--- src/rtl/fetch_sequencer_if.sv ---
// Fetch sequencer bus: start/status, instruction ROM port and decode-side
// redirect/stall/halt controls grouped into one interface.
interface fetch_sequencer_if #(
  parameter int A = 16,
  parameter int W = 9
);
  logic         Start;
  logic [A-1:0] InstAddress;
  logic [W-1:0] InstIn;
  logic [W-1:0] InstOut;
  logic [A-1:0] InstPC;
  logic         InstValid;
  logic         Stall;
  logic         BranchAbs;
  logic         BranchRel;
  logic [A-1:0] Target;
  logic         HaltReq;
  logic         Busy;
  logic         Done;
  logic [15:0]  CycleCount;

  modport master (
    input  Start,
    input  InstIn,
    input  Stall,
    input  BranchAbs,
    input  BranchRel,
    input  Target,
    input  HaltReq,
    output InstAddress,
    output InstOut,
    output InstPC,
    output InstValid,
    output Busy,
    output Done,
    output CycleCount
  );

  modport slave (
    output Start,
    output InstIn,
    output Stall,
    output BranchAbs,
    output BranchRel,
    output Target,
    output HaltReq,
    input  InstAddress,
    input  InstOut,
    input  InstPC,
    input  InstValid,
    input  Busy,
    input  Done,
    input  CycleCount
  );
endinterface

--- src/rtl/fetch_sequencer.sv ---
// Instruction-fetch controller: owns the PC, registers ROM words for decode,
// applies redirects, stalls and halt, and counts cycles spent running.
module fetch_sequencer #(
  parameter int           A          = 16,
  parameter int           W          = 9,
  parameter logic [A-1:0] START_ADDR = '0
) (
  input logic                  Clk,
  input logic                  Reset_n,
  fetch_sequencer_if.master    bus
);

  typedef enum logic [1:0] {
    IDLE = 2'd0,
    RUN  = 2'd1,
    DONE = 2'd2
  } state_t;

  state_t       state, state_nx;
  logic [A-1:0] pc, pc_nx;
  logic [A-1:0] inst_pc, inst_pc_nx;
  logic [W-1:0] inst, inst_nx;
  logic         valid, valid_nx;
  logic [15:0]  cycles, cycles_nx;

  logic         halt_go;
  logic         abs_go;
  logic         rel_go;
  logic [15:0]  cycles_inc;

  // Mutually exclusive so the RUN decoder can be a unique case
  assign halt_go = bus.HaltReq && valid;
  assign abs_go  = bus.BranchAbs && valid && !bus.HaltReq;
  assign rel_go  = bus.BranchRel && valid && !bus.HaltReq
                   && !bus.BranchAbs;

  assign cycles_inc = (cycles == 16'hFFFF) ? cycles
                                           : cycles + 16'd1;

  always_ff @(posedge Clk or negedge Reset_n) begin
    if (!Reset_n) begin
      state   <= IDLE;
      pc      <= START_ADDR;
      inst_pc <= '0;
      inst    <= '0;
      valid   <= 1'b0;
      cycles  <= '0;
    end else begin
      state   <= state_nx;
      pc      <= pc_nx;
      inst_pc <= inst_pc_nx;
      inst    <= inst_nx;
      valid   <= valid_nx;
      cycles  <= cycles_nx;
    end
  end

  always_comb begin
    state_nx   = state;
    pc_nx      = pc;
    inst_pc_nx = inst_pc;
    inst_nx    = inst;
    valid_nx   = valid;
    cycles_nx  = cycles;

    unique case (state)
      IDLE, DONE: begin
        if (bus.Start) begin
          state_nx  = RUN;
          pc_nx     = START_ADDR;
          cycles_nx = '0;
          valid_nx  = 1'b0;
        end
      end
      RUN: begin
        cycles_nx = cycles_inc;
        if (!bus.Stall) begin
          unique case (1'b1)
            halt_go: begin
              state_nx = DONE;
              valid_nx = 1'b0;
            end
            abs_go: begin
              pc_nx    = bus.Target;
              valid_nx = 1'b0;
            end
            rel_go: begin
              pc_nx    = inst_pc + bus.Target;
              valid_nx = 1'b0;
            end
            default: begin
              inst_nx    = bus.InstIn;
              inst_pc_nx = pc;
              valid_nx   = 1'b1;
              pc_nx      = pc + 1'b1;
            end
          endcase
        end
      end
      default: begin
        state_nx = IDLE;
      end
    endcase
  end

  assign bus.InstAddress = pc;
  assign bus.InstOut     = inst;
  assign bus.InstPC      = inst_pc;
  assign bus.InstValid   = valid;
  assign bus.Busy        = (state == RUN);
  assign bus.Done        = (state == DONE);
  assign bus.CycleCount  = cycles;

endmodule

--- src/flat_wrapper.sv ---
// flat-port wrapper written by rule: the top's interface ports become plain ports
module fetch_sequencer_flat 
#(
  parameter int           A          = 16,
  parameter int           W          = 9,
  parameter logic [A-1:0] START_ADDR = '0
)
  (Clk, Reset_n, bus_Start, bus_InstIn, bus_Stall, bus_BranchAbs, bus_BranchRel, bus_Target, bus_HaltReq, bus_InstAddress, bus_InstOut, bus_InstPC, bus_InstValid, bus_Busy, bus_Done, bus_CycleCount);
  fetch_sequencer_if #(.A(A), .W(W)) bus_i ();
  input logic Clk;
  input logic Reset_n;
  input wire logic [$bits(bus_i.Start)-1:0] bus_Start;
  input wire logic [$bits(bus_i.InstIn)-1:0] bus_InstIn;
  input wire logic [$bits(bus_i.Stall)-1:0] bus_Stall;
  input wire logic [$bits(bus_i.BranchAbs)-1:0] bus_BranchAbs;
  input wire logic [$bits(bus_i.BranchRel)-1:0] bus_BranchRel;
  input wire logic [$bits(bus_i.Target)-1:0] bus_Target;
  input wire logic [$bits(bus_i.HaltReq)-1:0] bus_HaltReq;
  output wire logic [$bits(bus_i.InstAddress)-1:0] bus_InstAddress;
  output wire logic [$bits(bus_i.InstOut)-1:0] bus_InstOut;
  output wire logic [$bits(bus_i.InstPC)-1:0] bus_InstPC;
  output wire logic [$bits(bus_i.InstValid)-1:0] bus_InstValid;
  output wire logic [$bits(bus_i.Busy)-1:0] bus_Busy;
  output wire logic [$bits(bus_i.Done)-1:0] bus_Done;
  output wire logic [$bits(bus_i.CycleCount)-1:0] bus_CycleCount;
  assign bus_i.Start = bus_Start;
  assign bus_i.InstIn = bus_InstIn;
  assign bus_i.Stall = bus_Stall;
  assign bus_i.BranchAbs = bus_BranchAbs;
  assign bus_i.BranchRel = bus_BranchRel;
  assign bus_i.Target = bus_Target;
  assign bus_i.HaltReq = bus_HaltReq;
  assign bus_InstAddress = bus_i.InstAddress;
  assign bus_InstOut = bus_i.InstOut;
  assign bus_InstPC = bus_i.InstPC;
  assign bus_InstValid = bus_i.InstValid;
  assign bus_Busy = bus_i.Busy;
  assign bus_Done = bus_i.Done;
  assign bus_CycleCount = bus_i.CycleCount;
  fetch_sequencer #(.A(A), .W(W), .START_ADDR(START_ADDR)) u_core (.Clk(Clk), .Reset_n(Reset_n), .bus(bus_i));
endmodule
--- config.mk ---
export PLATFORM = sky130hd
export DESIGN_NAME = fetch_sequencer_flat
export DESIGN_NICKNAME = d
export VERILOG_FILES = /design/src/rtl/fetch_sequencer_if.sv /design/src/rtl/fetch_sequencer.sv /design/src/flat_wrapper.sv
export SDC_FILE = /design/constraint.sdc
export NUM_CORES = 1
export LEC_CHECK = 0
export ABC_CLOCK_PERIOD_IN_PS = 3300
export CORE_UTILIZATION = 45
export DETAILED_ROUTE_END_ITERATION = 16
export GPL_TIMING_DRIVEN = 0
export PLACE_DENSITY = 0.74
export SLEW_MARGIN = 40
export SYNTH_ARGS = -nofsm -noshare
export SYNTH_HDL_FRONTEND = slang
export SYNTH_SLANG_ARGS = --single-unit
--- constraint.sdc ---
create_clock -name Clk -period 3.3 [get_ports Clk]
set_input_delay 0.33 -clock Clk [delete_from_list [all_inputs] [get_ports Clk]]
set_output_delay 0.33 -clock Clk [all_outputs]
set_load 0.02 [all_outputs]
==> run_results.csv <==
group,metric,value,unit
run_status,status,"finished, final reports clean",
final_layout,drive_gt1_share,12.5,%
timing,setup_tns,0,ns
critical_path,end_kind,"register",
critical_path,critPathMaxFanout,3,
logic_synthesis,syn-instance-count,371,
critical_path,crit_arrival,2.87,ns
timing,final_hold_viol_count,0,
timing,final_max_slew_viol_count,0,
logic_synthesis,synth-async-reset-ratio,100,%
grt,antenna_found_initial,0,
power_and_ir_drop,power_density,824,mW/mm²
final_layout,synthToLayoutAreaGrowth,35.6,%
power_and_ir_drop,peakVddDrop,0.480,mV
timing,slew_headroom,51.0,%
drt,drt-initial-drc-count,184,
logic_synthesis,syn_avg_cell_area,9.77,µm²
floorplanning,core-area,0.00777,mm²
logic_synthesis,synth_top_area_share,41.4,%
logic_synthesis,synth_area_leaders,"dfrtp_1 (41%), mux2_2 (8.1%), ha_1 (5.9%)",
clocking,clk_pin_slew,0.07,ns
timing,worst-slew-pin-transition,0.729,ns
logic_synthesis,yosys.area.top_type,"dfrtp_1",
timing,finalSetupViolations,0,
clocking,post_cts_buffers,0,
drt,wl_per_cell,16.2,µm
place,numPortBuffers,91,
timing,clock_skew,0.00727,ns
timing,fin_crit,2.63,ns
floorplanning,start_util,46.7,%
final_layout,num_antenna_cells,0,
critical_path,crit_required,3.54,ns
critical_path,critical_path_class,"input port to register",
logic_synthesis,seq_area_frac_synth,41.4,%
flow_run,maxCapViolations,0,
clocking,cts_max_path_buffers,2,
drt,drt-vias-per-instance,5.55,
logic_synthesis,synthFlopType,"dfrtp_1",
grt,grt_pass1_wl,15600,µm
floorplanning,fp.dieH,91.8,µm
clocking,cts_made_buffers,9,
grt,grt_max_degree,32,
timing,rsz0062_at_grt,"false",
place,dp_slack,0.384,ns
logic_synthesis,synth.yosys.warnings,0,
worst_hold_path,min_path_type,"input port to async pin",
drt,drtAntennaViolNets,0,
place,hpwl,6980,µm
timing,setup_ws,0.670,ns
drt,firstDrtPassIters,5,
floorplanning,pin_count,92,
grt,grt_overflow,0,
power_and_ir_drop,leakage,2.14,nW
timing,min_period_over_period,79.7,%
drt,wirelength,9430,µm
final_layout,layout.nets,525,
grt,grt_pass1_vias,3160,
final_layout,utilization,63.3,%
clocking,tritoncts,"done",
place,routabilityCongestion,0.828,
grt,grt_usage,23.5,%
clocking,clock_sinks,60,
logic_synthesis,synth-edff-count,0,
logic_synthesis,synth_seq_cells,60,
logic_synthesis,synth.distinct_cells,54,
timing,max_freq,380,MHz
floorplanning,die-width,91.8,µm
clocking,clockRootBuffer,"clkbuf_8",
drt,vias,3232,
floorplanning,dieArea,0.00842,mm²
critical_path,cp-start-kind,"input port",
floorplanning,fp-row-count,32,
clocking,clock_latency,0.35,ns
clocking,htree_levels,3,
logic_synthesis,syn_nets,421,
drt,drc,0,
logic_synthesis,syn_area,0.00362,mm²
synthesized netlist by cell type, drive strengths merged (2+ instances only):
master / n
nand3: 28
xor2: 23
nor3: 7
or3: 3
a21oi: 25
nor2: 32
o21a: 3
ha: 17
buf: 4
dfrtp: 60
nand2: 31
mux2: 26
and3: 10
xnor2: 11
a311oi: 2
o22ai: 2
nor4: 2
inv: 6
a22o: 2
nand2b: 5
nand4: 2
nor2b: 5
o21ai: 23
a31oi: 5
a222oi: 4
a221oi: 3
a21o: 4
clkbuf: 8
cells by family after synthesis:
family | after synthesis | synth area share (%)
AND/OR/NAND/NOR | 131 | 17.9
AO/OA/AOI/OAI | 84 | 15.9
flip-flops | 60 | 41.4
XOR/XNOR | 34 | 8.22
multiplexers | 26 | 8.08
buffers and inverters | 18 | 2.04
adder cells (fa/ha/maj) | 18 | 6.42
registers in the layout (all words and copies together) (netlist names):
| signal | count |
|---|---|
| u_core.bus.InstPC | 16 |
| u_core.bus.CycleCount | 16 |
| u_core.bus.InstAddress | 16 |
| u_core.bus.InstValid | 1 |
| u_core.state | 2 |
| u_core.bus.InstOut | 9 |
layout make-up:
cell class / instances / area, µm²
clock inverter: 6 / 87.6
multi-input combinational: 293 / 2050
sequential: 60 / 1500
inverter: 6 / 22.5
buffer: 12 / 51.3
fill: 670 / 2850
tap: 102 / 128
timing repair buffer: 93 / 938
clock buffer: 10 / 138
stage by stage:
step / total power, mW / hold slack, ns / std cells / area [µm²]
6_report: 4.05 / 0.484 / 582 / 4920
5_1_grt: 4.30 / 0.516 / 582 / 4920
4_1_cts: 4.06 / 0.472 / 582 / 4920
3_5_place_dp: 3.30 / 0.297 / 565 / 4680
3_3_place_gp: 3.24 / 0.486 / 564 / 4660
2_1_floorplan: 2.48 / 0.0344 / 371 / 3620
critical path, cell delays in order:
cell             delay (ns)
clkdlybuf4s50_1        0.50
ha_1                   0.17
inv_1                  0.05
fa_1                   0.37
nor2b_1                0.24
o2111ai_1              0.15
nand2_1                0.20
a311oi_2               0.16
o21ai_1                0.32
nand3_1                0.12
o311ai_1               0.25
timing repair:
| action | CTS | global route |
|---|---|---|
| gates resized for setup | 0 | 0 |
| endpoints found under the hold margin | 30 | 0 |
| hold buffers | 1 | 0 |
worst paths after layout:
path | slack, ns | cells past startpoint | from | endpoint
max | 0.67 | 11 | bus_Target[0] | u_core.bus.InstAddress[14]$_DFFE_PN0P_
min | 0.48 | 2 | Reset_n | u_core.bus.InstPC[9]$_DFFE_PN0P_
max in group asynchronous | 2.31 | 3 | Reset_n | u_core.bus.CycleCount[15]$_DFFE_PN0P_
min reg2reg | 0.50 | 1 | u_core.bus.InstOut[7]$_DFFE_PN0P_ | u_core.bus.InstOut[7]$_DFFE_PN0P_
min in group Clk | 0.50 | 1 | u_core.bus.InstOut[7]$_DFFE_PN0P_ | u_core.bus.InstOut[7]$_DFFE_PN0P_
max reg2reg | 0.77 | 10 | u_core.bus.InstPC[0]$_DFFE_PN0P_ | u_core.bus.InstAddress[14]$_DFFE_PN0P_
routing by layer:
metal | global-route usage (%) | part of all wire (%) | vias up
met1 | 32.0 | 45 | 1538
met4 | 8.85 | 1.8 | 0
met5 | 0 | 0 | -
li1 | - | - | 1560
met2 | 37.4 | 47 | 118
met3 | 4.48 | 6.1 | 16
where the power goes:
| group | internal (mW) | total, mW | switching, mW |
|---|---|---|---|
| clock | 0.445 | 0.755 | 0.310 |
| sequential | 0.980 | 1.25 | 0.273 |
| combinational | 0.977 | 2.04 | 1.07 |
| total | 2.40 | 4.05 | 1.65 |
cells in the final DEF, fill, tap and decap left out, types with 3 or more instances in the layout:
master | synthesis | final
a21o_1 | 4 | 4
a21oi_1 | 23 | 23
a221oi_1 | 3 | 3
a222oi_1 | 4 | 4
a31oi_1 | 4 | 4
and3_1 | 10 | 10
buf_2 | 4 | 4
clkbuf_1 | 7 | 7
clkbuf_8 | 0 | 10
clkdlybuf4s50_1 | 0 | 90
dfrtp_1 | 60 | 60
ha_1 | 17 | 17
inv_1 | 5 | 5
mux2_2 | 26 | 26
nand2_1 | 31 | 31
nand2b_1 | 5 | 5
nand3_1 | 26 | 26
nor2_1 | 32 | 32
nor2b_1 | 5 | 5
nor3_1 | 7 | 7
o21a_1 | 3 | 3
o21ai_0 | 21 | 21
xnor2_1 | 11 | 11
xor2_1 | 23 | 23
No activity file was read; power rests on OpenSTA's default activity.
